$ cat src/rtl/blk_timing.sv
// blk_timing: video-timing front end for the block-accumulation engine.
// It registers the pixel stream and produces h_save/v_save block strobes,
// the block coordinates, and a sticky geometry-error flag.
module blk_timing #(
    parameter int unsigned HBLKS = 10,
    parameter int unsigned VBLKS = 10,
    parameter int unsigned BLK_W = 30,
    parameter int unsigned BLK_H = 30
) (
    input  logic                         clk_i,
    input  logic                         rst_i,
    input  logic                         vs_i,
    input  logic                         hs_i,
    input  logic                         de_i,
    input  logic [23:0]                  wd_i,
    output logic                         de_o,
    output logic                         hs_o,
    output logic                         vs_o,
    output logic [23:0]                  wd_o,
    output logic                         h_save_o,
    output logic                         v_save_o,
    output logic [$clog2(HBLKS+1)-1:0]   hblk_o,
    output logic [$clog2(VBLKS+1)-1:0]   vblk_o,
    output logic                         err_o
);

    localparam int unsigned HW = $clog2(HBLKS + 1);
    localparam int unsigned VW = $clog2(VBLKS + 1);
    localparam int unsigned PW = (BLK_W > 1) ? $clog2(BLK_W) : 1;
    localparam int unsigned LW = (BLK_H > 1) ? $clog2(BLK_H) : 1;

    typedef enum logic [0:0] {
        S_WAIT_VS = 1'b0,
        S_RUN     = 1'b1
    } state_t;

    state_t          r_state;
    state_t          w_state_nxt;

    logic            r_vs;
    logic            r_hs;
    logic            r_de;
    logic [23:0]     r_wd;
    logic            r_de_o;
    logic            r_hsave;
    logic            r_vsave;
    logic [HW-1:0]   r_hblk_o;
    logic [VW-1:0]   r_vblk_o;
    logic            r_err;
    logic [PW-1:0]   r_px;
    logic [HW-1:0]   r_hblk;
    logic [LW-1:0]   r_ln;
    logic [VW-1:0]   r_vblk;

    logic            w_vs_rise;
    logic            w_de_fall;
    logic            w_run;
    logic            w_de_nxt;
    logic            w_hsave_nxt;
    logic            w_vsave_nxt;
    logic            w_err_nxt;
    logic [PW-1:0]   w_px_c;
    logic [HW-1:0]   w_hblk_c;
    logic [LW-1:0]   w_ln_c;
    logic [VW-1:0]   w_vblk_c;
    logic [PW-1:0]   w_px_nxt;
    logic [HW-1:0]   w_hblk_nxt;
    logic [LW-1:0]   w_ln_nxt;
    logic [VW-1:0]   w_vblk_nxt;

    // State register: wait for the first vsync, then track frames
    always_ff @(posedge clk_i) begin
        if (rst_i) begin
            r_state <= S_WAIT_VS;
        end else begin
            r_state <= w_state_nxt;
        end
    end

    // Next-state, counter and strobe logic; a vsync rise clears counters before the pixel is counted
    always_comb begin
        w_state_nxt = r_state;
        w_vs_rise   = vs_i & ~r_vs;
        w_de_fall   = ~de_i & r_de;
        w_err_nxt   = r_err;
        w_hsave_nxt = 1'b0;
        w_vsave_nxt = 1'b0;
        w_px_c      = r_px;
        w_hblk_c    = r_hblk;
        w_ln_c      = r_ln;
        w_vblk_c    = r_vblk;

        if (w_vs_rise) begin
            w_state_nxt = S_RUN;
            if ((r_state == S_RUN) && ((r_vblk != VW'(VBLKS)) || (r_ln != '0))) begin
                w_err_nxt = 1'b1;
            end
            w_px_c   = '0;
            w_hblk_c = '0;
            w_ln_c   = '0;
            w_vblk_c = '0;
        end

        w_run      = (r_state == S_RUN) | w_vs_rise;
        w_de_nxt   = w_run & de_i;
        w_px_nxt   = w_px_c;
        w_hblk_nxt = w_hblk_c;
        w_ln_nxt   = w_ln_c;
        w_vblk_nxt = w_vblk_c;

        if (w_run && de_i) begin
            if (w_hblk_c < HW'(HBLKS)) begin
                if (w_px_c == PW'(BLK_W - 1)) begin
                    w_hsave_nxt = 1'b1;
                    w_px_nxt    = '0;
                    w_hblk_nxt  = w_hblk_c + HW'(1);
                end else begin
                    w_px_nxt = w_px_c + PW'(1);
                end
            end else begin
                w_err_nxt = 1'b1;
            end
        end else if (w_run && w_de_fall && !w_vs_rise) begin
            if ((w_hblk_c != HW'(HBLKS)) || (w_px_c != '0)) begin
                w_err_nxt = 1'b1;
            end
            w_px_nxt   = '0;
            w_hblk_nxt = '0;
            if (w_vblk_c < VW'(VBLKS)) begin
                if (w_ln_c == LW'(BLK_H - 1)) begin
                    w_vsave_nxt = 1'b1;
                    w_ln_nxt    = '0;
                    w_vblk_nxt  = w_vblk_c + VW'(1);
                end else begin
                    w_ln_nxt = w_ln_c + LW'(1);
                end
            end else begin
                w_err_nxt = 1'b1;
            end
        end
    end

    // Datapath registers: pipelined video, strobes, coordinates and counters
    always_ff @(posedge clk_i) begin
        if (rst_i) begin
            r_vs     <= 1'b0;
            r_hs     <= 1'b0;
            r_de     <= 1'b0;
            r_wd     <= '0;
            r_de_o   <= 1'b0;
            r_hsave  <= 1'b0;
            r_vsave  <= 1'b0;
            r_hblk_o <= '0;
            r_vblk_o <= '0;
            r_err    <= 1'b0;
            r_px     <= '0;
            r_hblk   <= '0;
            r_ln     <= '0;
            r_vblk   <= '0;
        end else begin
            r_vs     <= vs_i;
            r_hs     <= hs_i;
            r_de     <= de_i;
            r_wd     <= wd_i;
            r_de_o   <= w_de_nxt;
            r_hsave  <= w_hsave_nxt;
            r_vsave  <= w_vsave_nxt;
            r_hblk_o <= w_hblk_c;
            r_vblk_o <= w_vblk_c;
            r_err    <= w_err_nxt;
            r_px     <= w_px_nxt;
            r_hblk   <= w_hblk_nxt;
            r_ln     <= w_ln_nxt;
            r_vblk   <= w_vblk_nxt;
        end
    end

    assign de_o     = r_de_o;
    assign hs_o     = r_hs;
    assign vs_o     = r_vs;
    assign wd_o     = r_wd;
    assign h_save_o = r_hsave;
    assign v_save_o = r_vsave;
    assign hblk_o   = r_hblk_o;
    assign vblk_o   = r_vblk_o;
    assign err_o    = r_err;

endmodule

$ cat config.mk
export PLATFORM = sky130hd
export DESIGN_NAME = blk_timing
export DESIGN_NICKNAME = d
export VERILOG_FILES = /design/src/rtl/blk_timing.sv
export SDC_FILE = /design/constraint.sdc
export NUM_CORES = 1
export LEC_CHECK = 0
export ABC_AREA = 1
export BUFFER_PORTS_ARGS = -buffer_cell sky130_fd_sc_hd__buf_2
export CAP_MARGIN = 30
export CORE_ASPECT_RATIO = 0.8
export CORE_MARGIN = 5
export CORE_UTILIZATION = 50
export CTS_CLUSTER_SIZE = 28
export DETAILED_ROUTE_END_ITERATION = 16
export PLACE_DENSITY = 0.77
export SYNTH_ARGS = -nofsm -noshare
export SYNTH_HDL_FRONTEND = slang
export SYNTH_SLANG_ARGS = --single-unit
export TNS_END_PERCENT = 1
$ cat constraint.sdc
create_clock -name clk_i -period 2.7 [get_ports clk_i]
set_input_delay 0 -clock clk_i [delete_from_list [all_inputs] [get_ports clk_i]]
set_output_delay 0 -clock clk_i [all_outputs]
set_load 0.02 [all_outputs]
==> metrics.txt, run 1 <==
crit-path cells=inv_2 -> nand2_4 -> nand2_2 -> inv_1 -> ha_1 -> nand3_1 -> nor2_4 -> a21oi_2 -> inv_1 -> nand2_1 -> nand2_1 -> o21ai_2; DP Wirelength=4110 um; DR vias=2,277; CTS sink cnt=58; Initial Util=52.9%; filler instances=354; Final #Nets=449; FF/Latch Area=1160 um^2; r2r setup slk=0.76 ns; CTS max path bufs=2; Leak=1.74 nW; H-tree lvl count=3; clk_skew=0.00823 ns; post-synthesis average cell area=7.89 um^2; antenna violations before repair=0; WL per Instance=13.8 um; RD Place Congestion=0.876; Slowest cell on crit path=dfxtp_1; CP bufs+invs=3; share of layout cells above drive strength 1=between 20% and 30%; vias in the first global route=2,339; die area=6470 um^2; total power=1.96 mW; CP Max Fanout=18; Tot GR Track Use=22.4%; Worst Setup Start Kind=flip-flop; hold_sp=de_i; diode count=0; data required time of the worst path=2.94 ns; Max-Cap Viols=0; clock root cell=clkbuf_8; Crit. path cell count=12; Die H=73.0 um; # resized after CTS=0; worst skew pair latency=0.35 ns; maximum VDD drop=between 0.5 and 0.6 mV; Worst Setup Path Type=flip-flop to flip-flop; Site Rows=22; Synth top area share=46.9%; Hold Path End=r_de$_SDFF_PP0_; global route overflow=0; DIE WIDTH=88.7 um; RR Endpoint=r_hblk[1]$_SDFF_PP0_; RR Startpoint=vs_o$_SDFF_PP0_; CTS tree=built; CTS buffer count=9; fraction of registers with async set/reset=0%; largest cells by area after synthesis=dfxtp_1 (47%), inv_1 (9.8%), nor2_1 (8.5%), nand2_1 (6.5%), ha_1 (4.0%); Final Util=71.1%; Worst EP arrival=about 2.2 ns; Setup violations, final=0; Placed Instances=about 440; Netlist Area Pre-Place=2480 um^2; drt via density=roughly 4.8; top_reg_cell synth=dfxtp_1; actual slew at the worst max-slew pin=0.425 ns; largest area contributor in the netlist=dfxtp_1; R2R cell count=12; first-pass GRT wire length=10,800 um; RSZ-0062 raised after global routing=no; Pre-antenna DRT Iters=4; Clock transition at path regs=around 0.07 ns; Worst slew margin=71.7%; setup TNS=0 ns; fin crit period=between 1.5 and 2 ns; post-synthesis sequential area ratio=46.9%; Fmax=between 500 and 600 MHz; multi-input logic area=1020 um^2; final hold vios=0; layout overhead on the synthesized area=34.3%; num ports=67; Routed WL=6590 um; Hold Path Cell Cnt=3; max-slew violations=0; Worst path max stage delay=0.41 ns; Worst setup EP type=flip-flop; pwr dens=590 nW/um^2; period utilisation layout=71.8%; worst min path class=input port to flip-flop; pre-CTS WS=0.834 ns; DRC viols=0; Syn Inst Count=314; run status=completed; EDFF count, synth=0; pin count of the biggest net entering global routing=41; unique cell type count in the Yosys netlist=32; Setup Fix Bufs, Post-CTS=0; Port Buffer Count=66; core area=4680 um^2; antenna viol nets, final=0; CP delay by family, top=simple AND/OR/NAND/NOR gates; Finished Layout Cells=approximately 480; number of synthesized register bits=58; Synth Net Count=351; Setup WS post-layout=about 0.76 ns; synth warn=0; initial drt markers=150
[how the worst max path moves through the flow]
stage                     from  slack [ns]                   end
6_report       vs_o$_SDFF_PP0_        0.76  r_hblk[1]$_SDFF_PP0_
5_1_grt        vs_o$_SDFF_PP0_        0.62  r_hblk[1]$_SDFF_PP0_
4_1_cts        vs_o$_SDFF_PP0_        0.81  r_hblk[1]$_SDFF_PP0_
3_5_place_dp   vs_o$_SDFF_PP0_        0.83  r_hblk[1]$_SDFF_PP0_
3_3_place_gp   vs_o$_SDFF_PP0_        0.92  r_hblk[1]$_SDFF_PP0_
2_1_floorplan  vs_o$_SDFF_PP0_        0.88  r_hblk[1]$_SDFF_PP0_
[stage by stage]
step	area (um^2)	hold WS, ns
2_1_floorplan	2480	0.0834
3_3_place_gp	2850	0.198
3_5_place_dp	2850	0.207
4_1_cts	3330	0.0420
5_1_grt	3330	0.0556
6_report	3330	0.0521
[tightest hold or removal path, stage by stage]
cell and delay, ns:
buf_2 0.12, inv_1 0.14, nor2_1 0.08
[registers in the layout, indices dropped and copies added (netlist names), 4 cells and up]
signal,cells
r_ln,5
hblk_o,4
r_vblk,4
r_hblk,4
wd_o,24
vblk_o,4
r_px,5
[repair_timing]
| item | CTS | global route |
|---|---|---|
| hold buffers | 26 | 0 |
| hold endpoints to repair | 26 | 0 |
| endpoints found under the setup margin | 0 | 0 |
[metal layers]
layer  global-route usage, %  vias up  routed length, um
met2                    35.7       72               3120
met4                    12.1        0                229
met1                    25.3     1035               2800
met5                       0        -                  0
li1                        -     1146                  -
met3                    9.59       24                438
[area by class of cell]
class | instances | area share, %
clock buffer | 11 | 4.25
clock inverter | 5 | 2.33
inverter | 67 | 7.56
multi-input combinational | 183 | 30.7
sequential | 58 | 34.9
tap | 60 | 2.26
timing repair buffer | 93 | 18.0
[report_power, final]
part | switching (mW) | internal (mW) | leakage, nW | total (mW)
Combinational | 0.115 | 0.0782 | 1.15 | 0.193
Sequential | 0.0106 | 0.882 | 0.476 | 0.893
Clock | 0.336 | 0.541 | 0.109 | 0.877
Total | 0.461 | 1.50 | 1.74 | 1.96
[cells in the mapped netlist, types with 2 or more instances]
cell type / instances
inv_1: 65
dfxtp_1: 58
nor2_1: 56
nand2_1: 43
nand3_1: 15
a21oi_1: 9
ha_1: 8
nor3_1: 7
nor2_4: 6
nand4_1: 5
nand2_2: 4
nand2_4: 4
nand3_2: 4
o21ai_0: 4
o21ai_1: 4
clkbuf_1: 3
nor2_2: 2
nor3_2: 2
o21ai_2: 2
[kinds of logic after synthesis]
kind of cell / count (synthesis) / share of synthesized area, %
fa+ha+maj: 8 / 4.04
compound gates: 24 / 6.21
simple gates: 151 / 31.0
buf+inv: 73 / 11.9
flops: 58 / 46.9
[placed cells by master, fill, tap and decap left out, types with 6 or more instances in the layout]
cell	instances
a21oi_1	9
nor2_1	56
dfxtp_1	58
nand3_1	15
buf_2	66
nand2_1	43
nor2_4	6
clkbuf_8	10
nor3_1	7
inv_1	65
dlygate4sd3_1	26
ha_1	8
No activity file was read; power rests on OpenSTA's default activity.
==> run 2: changes to the inputs <==
--- a/config.mk
+++ b/config.mk
@@ -10,10 +10,10 @@
 export CAP_MARGIN = 30
 export CORE_ASPECT_RATIO = 0.8
 export CORE_MARGIN = 5
-export CORE_UTILIZATION = 50
+export CORE_UTILIZATION = 47
 export CTS_CLUSTER_SIZE = 28
 export DETAILED_ROUTE_END_ITERATION = 16
-export PLACE_DENSITY = 0.77
+export PLACE_DENSITY = 0.76
 export SYNTH_ARGS = -nofsm -noshare
 export SYNTH_HDL_FRONTEND = slang
 export SYNTH_SLANG_ARGS = --single-unit
==> constraint.sdc (replaced) <==
create_clock -name clk_i -period 1.7 [get_ports clk_i]
set_input_delay 0 -clock clk_i [delete_from_list [all_inputs] [get_ports clk_i]]
set_output_delay 0 -clock clk_i [all_outputs]
set_load 0.02 [all_outputs]
==> metrics.txt, run 2 (synthesis results as in run 1) <==
setup TNS=0 ns; core area=roughly 5100 um^2; max FFs per register=24; DIE WIDTH=91.2 um; CP Max Fanout=8; Port Buffer Count=66; Site Rows=23; worst skew pair latency=0.34 ns; filler instances=403; maximum VDD drop=0.737 mV; run status=completed; WL per Instance=roughly 13 um; leading cell type in the layout, fill and taps excluded=buf_2; CTS tree=built; fin crit period=1.67 ns; diode count=0; Clock transition at path regs=0.07 ns; Pre-antenna DRT Iters=5; H-tree lvl count=3; FF/Latch Area=1160 um^2; first-pass GRT wire length=10,500 um; clk_skew=0.00578 ns; DRC viols=0; num ports=67; initial drt markers=112; Worst Setup Start Kind=flip-flop; Die H=74.9 um; multi-input logic area=around 1000 um^2; period utilisation layout=98.2%; Routed WL=6550 um; Final #Nets=455; actual slew at the worst max-slew pin=0.417 ns; clock root cell=clkbuf_8; Initial Util=48.9%; drt via density=around 4.8; max-slew violations=0; antenna violations before repair=0; pwr dens=907 nW/um^2; final hold vios=0; Worst slew margin=72.2%; RD Place Congestion=slightly below 1; Worst setup EP type=flip-flop; layout overhead on the synthesized area=37.1%; Final Util=67.0%; worst min path class=input port to flip-flop; Worst EP arrival=1.90 ns; CTS sink cnt=58; commonest cells after routing, fill and taps aside=buf_2 (66), inv_1 (64), dfxtp_1 (57); Fmax=599 MHz; placed cell areas=between 2000 and 3000 um^2; Max-Cap Viols=0; data required time of the worst path=1.93 ns; antenna viol nets, final=0; pin count of the biggest net entering global routing=24; CTS max path bufs=2; vias in the first global route=2,284; Setup violations, final=0; Worst Setup Path Type=flip-flop to flip-flop; global route overflow=0; Leak=1.77 nW; share of layout cells above drive strength 1=29.3%; Tot GR Track Use=19.6%; CTS buffer count=9; post-route cell area=~3400 um^2; die area=between 6000 and 7000 um^2; DP Wirelength=4260 um; DR vias=~2,300
run 2: cell types whose count changed in the layout (fill, tap and decap cells not counted), sizes merged:
cell and delta:
bufinv -1, buf +6, clkbuf +1
run 2: final cells by class:
class,instances,share of cell area (%)
clock inverters,4,1.40
clock buffers,12,4.90
inverters,67,7.41
flip-flops and latches,58,34.3
well taps,62,2.28
repair buffers,99,18.9
multi-input cells,183,30.8
run 2: worst max-delay path, stage by stage, from the launching register on:
cell and delay (ns):
dfxtp_4 0.37, inv_2 0.04, nand2_4 0.12, nand2_4 0.08, inv_2 0.08, ha_2 0.19, nand3_2 0.09, nor2_4 0.19
buf_4 0.15, nand4_1 0.11, nand2_1 0.09, nor2_1 0.05
run 2: per-layer routing:
metal	GRT usage [%]	routed length, um
met3	6.19	473
met1	22.6	2620
met4	8.79	166
met5	0	0
met2	34.2	3280
run 2: power by group:
group	switching (mW)	leakage, nW	total (mW)	internal, mW
combinational	0.184	1.18	0.319	0.134
clock	0.542	0.108	1.34	0.801
sequential	0.0169	0.476	1.42	1.40
total	0.743	1.77	3.08	2.34
run 2: stage by stage:
| step | setup WS [ns] | std cells | hold WS [ns] | power, mW |
|---|---|---|---|---|
| after floorplan | 0.0230 | 314 | 0.0834 | 1.61 |
| after global placement | 0.128 | 440 | 0.197 | 1.70 |
| after detailed placement | 0.0215 | 440 | 0.206 | 1.70 |
| after CTS | 0.0153 | 482 | 0.0216 | 3.09 |
| after global routing | -0.0768 | 485 | 0.0789 | 3.20 |
| final | 0.0310 | 485 | 0.0463 | 3.08 |
run 2: final timing paths:
check | startpoint | end | slack (ns) | cells after the start
worst max-delay path | vs_o$_SDFF_PP0_ | r_hblk[2]$_SDFF_PP0_ | 0.03 | 11
worst min-delay path | de_i | r_de$_SDFF_PP0_ | 0.05 | 3
worst max register to register | vs_o$_SDFF_PP0_ | r_hblk[2]$_SDFF_PP0_ | 0.03 | 11
worst min register to register | r_hblk[0]$_SDFF_PP0_ | hblk_o[0]$_SDFF_PP0_ | 0.51 | 2
run 2: what timing repair did:
item / 4_1_cts / 5_1_grt
endpoints found under the hold margin: 26 / 0
buffers inserted: 0 / 3
hold buffers: 26 / 0
resized for setup: 0 / 7
setup endpoints to repair: 0 / 11
==> run 3: changes to the inputs <==
--- a/config.mk
+++ b/config.mk
@@ -5,15 +5,14 @@
 export SDC_FILE = /design/constraint.sdc
 export NUM_CORES = 1
 export LEC_CHECK = 0
-export ABC_AREA = 1
 export BUFFER_PORTS_ARGS = -buffer_cell sky130_fd_sc_hd__buf_2
 export CAP_MARGIN = 30
 export CORE_ASPECT_RATIO = 0.8
 export CORE_MARGIN = 5
-export CORE_UTILIZATION = 47
+export CORE_UTILIZATION = 46
 export CTS_CLUSTER_SIZE = 28
 export DETAILED_ROUTE_END_ITERATION = 16
-export PLACE_DENSITY = 0.76
+export PLACE_DENSITY = 0.75
 export SYNTH_ARGS = -nofsm -noshare
 export SYNTH_HDL_FRONTEND = slang
 export SYNTH_SLANG_ARGS = --single-unit
==> metrics.txt, run 3 <==
Tot GR Track Use=19.1%; Worst slew margin=65.0%; RR Startpoint=vs_o$_SDFF_PP0_; CTS buffer count=9; Synth Net Count=277; antenna viol nets, final=0; Worst EP arrival=roughly 2 ns; Port Buffer Count=66; DP Wirelength=4100 um; Final Util=68.1%; pwr dens=approximately 850 nW/um^2; run status=complete, but fails checks; synth warn=0; FF/Latch Area=1160 um^2; leading cell type in the layout, fill and taps excluded=buf_2; multi-input logic area=1100 um^2; max-slew violations=0; Setup violations, final=5; commonest cells after routing, fill and taps aside=buf_2 (66), dfxtp_1 (57), nor2b_1 (27), dlygate4sd3_1 (27), buf_4 (22); initial drt markers=98; share of layout cells above drive strength 1=a little over a third; DIE WIDTH=89.0 um; CP Max Fanout=5; actual slew at the worst max-slew pin=0.522 ns; RR Endpoint=r_px[4]$_SDFF_PP0_; final hold vios=0; post-route cell area=approximately 3400 um^2; Die H=approximately 73 um; placed cell areas=between 2000 and 3000 um^2; Setup WS post-layout=-0.0978 ns; die area=6520 um^2; Max-Cap Viols=0; Netlist Area Pre-Place=about 2300 um^2; EDFF count, synth=0; Initial Util=46.7%; CTS sink cnt=58; hold_sp=rst_i; first-pass GRT wire length=9450 um; Routed WL=5920 um; CTS max path bufs=2; pin count of the biggest net entering global routing=20; Fmax=556 MHz; clock root cell=clkbuf_8; diode count=0; layout overhead on the synthesized area=45.9%; Worst Hold Slack=0.0300 ns; Hold Path End=wd_o[11]$_SDFF_PP0_; Final #Nets=393; fin crit period=1.80 ns; RSZ-0062 raised after global routing=yes; Placed Instances=379; unique cell type count in the Yosys netlist=49; antenna violations before repair=0; failing checks=negative setup slack; max FFs per register=24; pre-CTS WS=-0.130 ns; filler instances=386; period utilisation layout=106%; maximum VDD drop=around 0.64 mV; r2r setup slk=-0.1 ns; largest cells by area after synthesis=dfxtp_1 (51%), nor2b_1 (7.3%), ha_1 (4.4%), a21oi_1 (3.0%), nand4_1 (2.7%); data required time of the worst path=between 1.5 and 2 ns; drt via density=5.10; CTS tree=built; largest area contributor in the netlist=dfxtp_1; worst skew pair latency=around 0.34 ns; post-synthesis average cell area=9.58 um^2; Clock transition at path regs=0.07 ns; Finished Layout Cells=423; clk_skew=about 0.0059 ns; worst setup path start=vs_o$_SDFF_PP0_; Worst setup EP type=flip-flop; most frequent cell after synthesis=dfxtp_1; core area=4920 um^2; Worst Setup Start Kind=flip-flop; number of synthesized register bits=58; DR vias=2,159; Synth top area share=50.5%; Syn Inst Count=240; top cells by count, synth=dfxtp_1 (58), nor2b_1 (27), a21oi_1 (14), nand2_1 (14), nor2_1 (14); global route overflow=0; R2R cell count=8; Leak=1.53 nW; post-synthesis sequential area ratio=50.5%; RD Place Congestion=between 0.9 and 1; Site Rows=23; H-tree lvl count=3; Hold Path Cell Cnt=2; fraction of registers with async set/reset=0%; top_reg_cell synth=dfxtp_1; WL per Instance=14.0 um; Pre-antenna DRT Iters=4; num ports=67; total power=2.86 mW; Worst Setup Path Type=flip-flop to flip-flop; DRC viols=0; vias in the first global route=about 2,000; setup TNS=-0.249 ns; worst min path class=input port to flip-flop
[run 3: repair_timing]
action / CTS / global route
setup endpoints to repair: 11 / 13
hold buffers: 27 / 0
hold endpoints to repair: 27 / 0
gates resized for setup: 5 / 10
pin swaps: 1 / 4
setup buffers: 1 / 0
[run 3: kinds of logic (layout without fill, tap and decap cells)]
family | Yosys count | after routing | synth area share (%)
AND/OR/NAND/NOR | 108 | 108 | 27.2
flip-flops | 58 | 58 | 50.5
AO/OA/AOI/OAI | 42 | 42 | 12.0
buffers and inverters | 21 | 142 | 4.63
adder cells (fa/ha/maj) | 8 | 8 | 4.36
multiplexers | 2 | 2 | 0.980
XOR/XNOR | 1 | 1 | 0.381
[run 3: layout make-up]
class                   instances  area share (%)
repair buffers                118            23.8
well taps                      62            2.31
multi-input cells             161            32.8
clock inverters                 6            1.19
inverters                       8           0.970
flip-flops and latches         58            34.7
clock buffers                  10            4.10
[run 3: worst max path at each step]
stage	end	slack, ns	cells after the start
final	r_px[4]$_SDFF_PP0_	-0.1	8
after global routing	r_px[3]$_SDFF_PP0_	-0.18	8
after CTS	r_px[4]$_SDFF_PP0_	-0.13	8
after detailed placement	r_px[4]$_SDFF_PP0_	-0.13	8
after global placement	r_px[4]$_SDFF_PP0_	-0.07	8
after floorplan	r_ln[1]$_SDFF_PP0_	-0.26	10
[run 3: worst max-delay path: stages, from the launching register on]
cell      delay [ns]
dfxtp_4         0.34
nand2b_4        0.18
nand2_4         0.08
inv_4           0.04
ha_4            0.14
and2_4          0.13
and3_4          0.15
or4b_1          0.48
a22oi_1         0.18
[run 3: report_power, final]
group | leakage (nW) | internal (mW) | switching, mW
logic | 0.969 | 0.156 | 0.165
clock network | 0.0890 | 0.567 | 0.567
registers | 0.476 | 1.40 | 0.0114
[run 3: per-layer routing]
layer  track usage, %  vias to the layer above  wire length (um)
met4             6.61                        0                61
met3             7.22                       10               572
li1                 -                     1073                 -
met5                0                        -                 0
met2             31.4                       88              2810
met1             22.8                      988              2480
